===== src/rtl/fc_pkg.sv =====
// Shared definitions for the FC layer sequencer: default layer tables,
// FSM state encoding and the selector code that means "no buffer active".
package fc_pkg;

  localparam int NUM_LAYER_DEF = 5;
  localparam int MAX_LAYER     = 8;

  // Selector default: all buffers idle.
  localparam logic [2:0] IDLE_LAYER = 3'd7;

  // Tables are packed, index 0 in the least-significant slot.
  typedef logic [MAX_LAYER-1:0][14:0] rd_tbl_t;
  typedef logic [MAX_LAYER-1:0][11:0] wr_tbl_t;

  // Chained network: each layer's output count is the next layer's input count.
  localparam rd_tbl_t RD_LEN_TBL_DEF = {15'd1, 15'd1, 15'd1, 15'd32,
                                        15'd64, 15'd128, 15'd256, 15'd784};
  localparam wr_tbl_t WR_LEN_TBL_DEF = {12'd1, 12'd1, 12'd1, 12'd10,
                                        12'd32, 12'd64, 12'd128, 12'd256};

  typedef enum logic [1:0] {
    ST_IDLE     = 2'd0,
    ST_READ     = 2'd1,
    ST_WAIT_RES = 2'd2,
    ST_DONE     = 2'd3
  } fc_state_t;

endpackage


===== src/rtl/fc_len_lut.sv =====
// Layer index -> input/output word counts. Zero entries are illegal and
// are read as 1 so the counters always have a reachable terminal value.
module fc_len_lut
  import fc_pkg::*;
#(
  parameter rd_tbl_t RD_LEN_TBL = RD_LEN_TBL_DEF,
  parameter wr_tbl_t WR_LEN_TBL = WR_LEN_TBL_DEF
) (
  input  logic [2:0]  layer_i,
  output logic [14:0] rd_len_o,
  output logic [11:0] wr_len_o
);

  // Table lookup with zero-length entries promoted to one word.
  always_comb begin
    rd_len_o = RD_LEN_TBL[layer_i];
    wr_len_o = WR_LEN_TBL[layer_i];
    if (rd_len_o == 15'd0) rd_len_o = 15'd1;
    if (wr_len_o == 12'd0) wr_len_o = 12'd1;
  end

endmodule


===== src/rtl/fc_layer_ctrl.sv =====
// Sequences NUM_LAYER fully-connected layers: for every output word of a
// layer it streams the whole input vector to the compute core, then waits
// for one result word and writes it. Handshake: an input word moves on a
// cycle where rd_bram_en_o=1 (which only happens with ip_ready_i=1 in READ);
// a result word is accepted on a cycle where wr_bram_en_o=1 and
// ip_data_valid_i=1. A result presented outside WAIT_RES is a protocol
// error and sets the sticky err_o.
module fc_layer_ctrl
  import fc_pkg::*;
#(
  parameter int      NUM_LAYER  = NUM_LAYER_DEF,
  parameter rd_tbl_t RD_LEN_TBL = RD_LEN_TBL_DEF,
  parameter wr_tbl_t WR_LEN_TBL = WR_LEN_TBL_DEF
) (
  input  logic        clk_i,
  input  logic        rst_i,
  input  logic        start_i,
  input  logic        ip_ready_i,
  input  logic        ip_data_valid_i,
  output logic [2:0]  cur_layer_index_o,
  output logic        rd_bram_en_o,
  output logic [14:0] rd_bram_addr_o,
  output logic        rd_last_o,
  output logic        wr_bram_en_o,
  output logic [11:0] wr_bram_addr_o,
  output logic        busy_o,
  output logic        layer_done_o,
  output logic        done_o,
  output logic        err_o,
  output logic [1:0]  dbg_state_o
);

  fc_state_t   state_q, state_d;
  logic [2:0]  layer_q, layer_d;
  logic [14:0] rd_cnt_q, rd_cnt_d;
  logic [11:0] wr_cnt_q, wr_cnt_d;
  logic        layer_done_q, layer_done_d;
  logic        err_q;

  logic [14:0] rd_len;
  logic [11:0] wr_len;
  logic        rd_at_last;
  logic        wr_at_last;
  logic        last_layer;

  fc_len_lut #(
    .RD_LEN_TBL (RD_LEN_TBL),
    .WR_LEN_TBL (WR_LEN_TBL)
  ) u_len_lut (
    .layer_i  (layer_q),
    .rd_len_o (rd_len),
    .wr_len_o (wr_len)
  );

  assign rd_at_last = (rd_cnt_q == rd_len - 15'd1);
  assign wr_at_last = (wr_cnt_q == wr_len - 12'd1);
  assign last_layer = (layer_q == 3'(NUM_LAYER - 1));

  // State, counters and pulse registers; reset aborts any pass in flight.
  always_ff @(posedge clk_i) begin
    if (rst_i) begin
      state_q      <= ST_IDLE;
      layer_q      <= 3'd0;
      rd_cnt_q     <= 15'd0;
      wr_cnt_q     <= 12'd0;
      layer_done_q <= 1'b0;
    end else begin
      state_q      <= state_d;
      layer_q      <= layer_d;
      rd_cnt_q     <= rd_cnt_d;
      wr_cnt_q     <= wr_cnt_d;
      layer_done_q <= layer_done_d;
    end
  end

  // Sticky protocol error: a result word offered while none is expected.
  always_ff @(posedge clk_i) begin
    if (rst_i) begin
      err_q <= 1'b0;
    end else if (ip_data_valid_i && (state_q != ST_WAIT_RES)) begin
      err_q <= 1'b1;
    end
  end

  // Next-state and counter updates. The layer index advances on the same
  // edge that re-enters READ, so the first read of a layer already sees it.
  always_comb begin
    state_d      = state_q;
    layer_d      = layer_q;
    rd_cnt_d     = rd_cnt_q;
    wr_cnt_d     = wr_cnt_q;
    layer_done_d = 1'b0;
    case (state_q)
      ST_IDLE: begin
        if (start_i) begin
          state_d  = ST_READ;
          layer_d  = 3'd0;
          rd_cnt_d = 15'd0;
          wr_cnt_d = 12'd0;
        end
      end
      ST_READ: begin
        if (ip_ready_i) begin
          if (rd_at_last) begin
            state_d  = ST_WAIT_RES;
            rd_cnt_d = 15'd0;
          end else begin
            rd_cnt_d = rd_cnt_q + 15'd1;
          end
        end
      end
      ST_WAIT_RES: begin
        if (ip_data_valid_i) begin
          if (wr_at_last) begin
            wr_cnt_d     = 12'd0;
            layer_done_d = 1'b1;
            if (last_layer) begin
              state_d = ST_DONE;
            end else begin
              layer_d = layer_q + 3'd1;
              state_d = ST_READ;
            end
          end else begin
            wr_cnt_d = wr_cnt_q + 12'd1;
            state_d  = ST_READ;
          end
        end
      end
      ST_DONE: state_d = ST_IDLE;
      default: state_d = ST_IDLE;
    endcase
  end

  // Outputs decoded from state and counters; idle states park the selector.
  always_comb begin
    cur_layer_index_o = IDLE_LAYER;
    rd_bram_en_o      = 1'b0;
    rd_bram_addr_o    = 15'd0;
    rd_last_o         = 1'b0;
    wr_bram_en_o      = 1'b0;
    wr_bram_addr_o    = 12'd0;
    busy_o            = 1'b0;
    done_o            = 1'b0;
    case (state_q)
      ST_READ: begin
        cur_layer_index_o = layer_q;
        busy_o            = 1'b1;
        rd_bram_en_o      = ip_ready_i;
        rd_bram_addr_o    = rd_cnt_q;
        rd_last_o         = ip_ready_i && rd_at_last;
      end
      ST_WAIT_RES: begin
        cur_layer_index_o = layer_q;
        busy_o            = 1'b1;
        wr_bram_en_o      = 1'b1;
        wr_bram_addr_o    = wr_cnt_q;
      end
      ST_DONE: done_o = 1'b1;
      default: ;
    endcase
  end

  assign layer_done_o = layer_done_q;
  assign err_o        = err_q;
  assign dbg_state_o  = state_q;

endmodule

===== config.mk =====
export PLATFORM = sky130hd
export DESIGN_NAME = fc_layer_ctrl
export DESIGN_NICKNAME = d
export VERILOG_FILES = /design/src/rtl/fc_pkg.sv /design/src/rtl/fc_len_lut.sv /design/src/rtl/fc_layer_ctrl.sv
export SDC_FILE = /design/constraint.sdc
export NUM_CORES = 1
export LEC_CHECK = 0
export ABC_AREA = 1
export CAP_MARGIN = 0
export CORE_ASPECT_RATIO = 0.6
export CORE_UTILIZATION = 59
export DETAILED_ROUTE_END_ITERATION = 16
export GPL_TIMING_DRIVEN = 0
export MAX_ROUTING_LAYER = met4
export PLACE_DENSITY = 0.95
export SYNTH_ARGS = -nofsm -noshare
export SYNTH_HDL_FRONTEND = slang
export SYNTH_SLANG_ARGS = --single-unit

===== constraint.sdc =====
create_clock -name clk_i -period 4.8 [get_ports clk_i]
set_input_delay 1.2 -clock clk_i [delete_from_list [all_inputs] [get_ports clk_i]]
set_output_delay 1.2 -clock clk_i [all_outputs]
set_load 0.05 [all_outputs]

# Yosys cells after proc, flatten, opt, wreduce, memory -nomap -nowiden
# Memory sizes are Yosys's and may differ from the RTL's. A register that Yosys moved wholly into a read port is not among the register bits.
# Cells that the tools add are included.
# totals
reg_bits,34
mem_bits_ro,216
input_bits,5
output_inout_bits,39
wordCells,79
memories,2
# mem_list
name,depth,word_bits,rd,rd_ports_with_merged_regs,wr,line_no,source
(no name shown),8,15,1,1,0,fc_len_lut.sv:16,rd_len_o = RD_LEN_TBL[layer_i];
(no name shown),8,12,1,1,0,fc_len_lut.sv:17,wr_len_o = WR_LEN_TBL[layer_i];
# classes
add_sub_neg,5
order_cmp,1
n_eq_ne,13
muxes,37
bitwise,2
n_reduce_logical,13
# ops
cell,n
two-way mux 15 bit,6
two-way mux 12 bit,6
one-hot mux 15 bit (2 select lines),1
two-way mux 3 bit,9
one-hot mux 12 bit (2 select lines),1
"adder 15 x 1 -> 15 bit, second input constant",1
== test 15 bit,1
logical NOT 15 bit,1
"subtractor 15 x 1 -> 15 bit, second input constant",1
"inequality test 2 bit, second input constant",7
"adder 12 x 1 -> 12 bit, second input constant",1
== test 12 bit,1
logical NOT 12 bit,1
two-way mux 2 bit,6
"subtractor 12 x 1 -> 12 bit, second input constant",1
one-hot mux 2 bit (4 select lines),1
two-way mux 1 bit,6
one-hot mux 3 bit (2 select lines),1
AND reduction 3 bit,2
AND reduction 5 bit,1
"== test 2 bit, second input constant",2
"< comparator 3 x 4 -> 1 bit, second input constant",1
AND reduction 4 bit,1
nonzero test 2 bit,2
8 further kinds,10

# Logic depth before layout (Yosys ltp)
# Gate-level depths: netlist (run 1).
# logic_depth
depth_word,11
ltp_mapped,22
depth_no_buf,21

# By module
# Synthesis (run 1) repeated with hierarchy kept, for this count alone.
# unflattened
cells_unflattened,575
hier_area_um2,3368.2
# by_module_without_submodules
module,n_inst,cells_each,area_per_inst_um2,seq_area_each_um2
fc_layer_ctrl,1,540,3166.8,680.7
fc_len_lut,1,35,201.4,0.0

# Worst setup path after synthesis (run 1)
# No wires, ideal clock.
# synth_timing
kind,reg-to-output
start,register (tool-made name)
end,output rd_last_o
arrival_ns,2.366
required_ns,3.600
setup_slack_ns,1.234
stages_incl_launch_ff,14
n_path_buf,0
cell_sequence,dfxtp_1 -> nor2_8 -> nand2_4 -> inv_2 -> nand2_2 -> nand2_2 -> inv_2 -> ha_1 -> xnor2_1 -> xor2_1 -> nand4_1 -> nor2_1 -> nand3_2 -> nor2_1
# synth_rtl
item,line_no,source
to (decl),fc_layer_ctrl.sv:23,"output logic rd_last_o,"

==> reports/metrics.csv, run 1 <==
stage;metric;value;unit
status;status;finished clean;
timing;FMAX;219;MHz
finish;Multi-input gate area;1620;um^2
synth;Main synth FF type;dfxtp_1;
floorplanning;CORE AREA;4610;um^2
timing;Slew @ Worst Pin;0.524;ns
timing;Setup-failing EPs final;0;
worst_hold_path;hold depth;2;
synth;Mapped Nets;447;
worst_setup_path;worst-path fanout max;8;
clock_network;TritonCTS clock tree;built;
route;wire per inst;13.7;um
synth;syn avg cell area;6.60;um^2
floorplanning;die area;5120;um^2
finish;Ant. Diodes;0;
synth;number of synthesized flops with an enable pin;0;
route;DRC viols;0;
global_routing;Global Route Usage Sum;30.6;%
power_and_ir_drop;power per cell area;535;nW/um^2
route;metal2 WL;3.38;mm
worst_hold_path;Hold Path End;err_o$_SDFFE_PP0P_;
route;met1 WL;3.16;mm
floorplanning;Die H;55.8;um
route;vias per cell;5.39;
timing;Slew Viols, Final;0;
clock_network;# hold bufs at CTS;0;
global_routing;largest net degree at the start of global routing;15;
route;top sig layer;met4;
clock_network;CTS H-tree lvls;2;
synth;Seq cells post-synth;42;
clock_network;clock tree buffer depth;2;
synth;Cell variety after synth;38;
worst_setup_path;CP startpoint kind;register;
floorplanning;DIE WIDTH;91.7;um
worst_setup_path;Register-to-Register Path Depth;20;
route;Initial DRC Count;223;
finish;fillcell total;330;
timing;Relative slew margins;64.9;%
route;drt total wl;7.48;mm
clock_network;Setup Fix Bufs, Post-CTS;0;
placed_design;Placed Cells;537;
placed_design;pre-CTS WS;0.657;ns
worst_setup_path;reg-to-reg slack, setup;2.00;ns
placed_design;HPWL after DPL;5.41;mm
clock_network;clock sinks;42;
route;routed via count;2937;
global_routing;grt ovf;0;
flow_run;number of max-cap violations;0;
power_and_ir_drop;Worst VDD drop;0.000581;V
placed_design;port buffer count;43;
worst_setup_path;CP Data Required Time;3.60;ns
clock_network;post_cts resized;0;
synth;mapped cell area;2850;um^2
timing;period utilization;94.9;%
finish;fin nets;497;
global_routing;first-pass GRT wire length;12.1;mm
synth;post-synthesis sequential area ratio;29.5;%
timing;Final WS setup;0.243;ns
worst_setup_path;Crit Path Class;register to output port;
timing;Hold Slack;0.537;ns
power_and_ir_drop;Leakage;1.61;nW
route;WL met3;797;um
finish;Sequential Area;841;um^2
global_routing;initial antenna violation count;0;
synth;Post-Syn Instances;431;
floorplanning;Initial Util;61.7;%
clock_network;worst-skew pair later-pin latency;0.31;ns
floorplanning;num rows;19;
route;DRT antenna net count;0;
floorplanning;Ports;44;
timing;Final min period;4.56;ns
finish;Layout area overhead;22.7;%
finish;Finished Layout Cells;545;
clock_network;CTS root buf;clkbuf_8;
placed_design;GPL Wtd Cong;0.890;
synth;Synthesis Warnings;0;
timing;RSZ-0062 raised after global routing;false;
clock_network;TritonCTS buffer count;5;
timing;final setup TNS;0;ns
worst_setup_path;crit path capture type;output port;
clock_network;clock-pin slew on the worst setup and hold paths;0.09;ns
worst_setup_path;Arrival @ worst endpoint;3.36;ns
timing;final hold vios;0;
timing;Worst Clk Skew;0.0120;ns
route;First-pass DRT Iterations;5;
finish;layout cells sized above 1;11.8;%
global_routing;vias in the first global route;2670;
synth;ys async rst share;0;%
worst_hold_path;hold crit path type;register to register;
worst_hold_path;min-delay src;err_o$_SDFFE_PP0P_;
## stage by stage
step	total power [mW]	utilization [%]	cell area, um^2
global route	1.97	75.7	3490
detailed placement	1.48	72.8	3360
global placement	1.43	72.8	3360
finish	1.87	75.7	3490
CTS	1.85	75.7	3490
floorplan	1.23	-	2850
## cells in the mapped netlist (all sizes together) (2+ instances only)
| cell type | number | area (um^2) |
|---|---|---|
| buf | 6 | 55.0 |
| or2 | 3 | 18.8 |
| nor3 | 13 | 70.1 |
| nand4 | 10 | 62.6 |
| xor2 | 16 | 140 |
| a31oi | 2 | 12.5 |
| dfxtp | 42 | 841 |
| inv | 84 | 315 |
| clkbuf | 2 | 7.51 |
| xnor2 | 4 | 35.0 |
| nand3 | 27 | 173 |
| ha | 11 | 138 |
| nor2 | 67 | 323 |
| nand2 | 114 | 483 |
| o21ai | 10 | 57.6 |
| a21oi | 13 | 65.1 |
| nor3b | 2 | 15.0 |
## layout by cell type, fill, tap and decap left out, types with 7 or more instances in the layout
master           count
a21oi_1             13
clkdlybuf4s50_1     43
dfxtp_1             42
ha_1                11
inv_1               80
nand2_1            102
nand2_2              7
nand3_1             21
nand4_1             10
nor2_1              50
nor2_2              13
nor3_1              12
o21ai_0              7
xor2_1              16
## critical path: stages, from the launching register on
cell             delay [ns]
dfxtp_1                0.42
nor2_8                 0.23
nand2_4                0.08
inv_2                  0.07
nand2_2                0.06
nand2_2                0.09
inv_2                  0.05
ha_1                   0.24
xnor2_1                0.18
xor2_1                 0.19
nand4_1                0.15
nor2_1                 0.18
nand3_2                0.17
nor2_1                 0.13
clkdlybuf4s50_1        0.81
## final cells by class
class                           count  share of cell area [%]
Buffer                              8                    1.79
Clock buffer                        5                    1.97
Clock inverter                      3                    1.97
Inverter                           85                    9.13
Multi-Input combinational cell    296                    46.5
Sequential cell                    42                    24.1
Tap cell                           63                    2.26
Timing Repair Buffer               43                    12.3
## cell families (layout without fill, tap and decap cells)
kind of cell	Yosys count	after routing	synth area share, %
xor gates and xnor gates	20	20	6.15
and+or+nand+nor	236	236	40.2
adders and majority gates	11	11	4.84
buffers and inverters	93	144	13.4
DFF	42	42	29.5
AOI/OAI and AO/OA	29	29	5.85
## how the worst max path moves through the flow
stage,from,to
final,register,rd_last_o
after global routing,register,rd_last_o
after CTS,register,rd_last_o
after detailed placement,register,rd_last_o
after global placement,register,rd_last_o
after floorplan,register,rd_last_o
## report_power, final
group	internal, mW	total (mW)	switching (mW)
Sequential	0.397	0.452	0.0543
Combinational	0.334	1.07	0.736
Clock	0.209	0.347	0.139
## per-layer routing
layer / GRT usage [%] / vias up
li1: - / 1414
met1: 41.0 / 1311
met2: 49.3 / 188
met3: 5.05 / 24
met4: 6.35 / 0
met5: - / -
Note: power is estimated with default switching activity, not from simulation.
==> inputs of run 2 (changes only) <==
--- a/config.mk
+++ b/config.mk
@@ -9,6 +9,7 @@
 export CAP_MARGIN = 0
 export CORE_ASPECT_RATIO = 0.6
 export CORE_UTILIZATION = 59
+export CTS_CLUSTER_DIAMETER = 120
 export DETAILED_ROUTE_END_ITERATION = 16
 export GPL_TIMING_DRIVEN = 0
 export MAX_ROUTING_LAYER = met4
==> results of run 2 <==
Same layout as run 1: the final DEF is identical, and so are final timing and power.
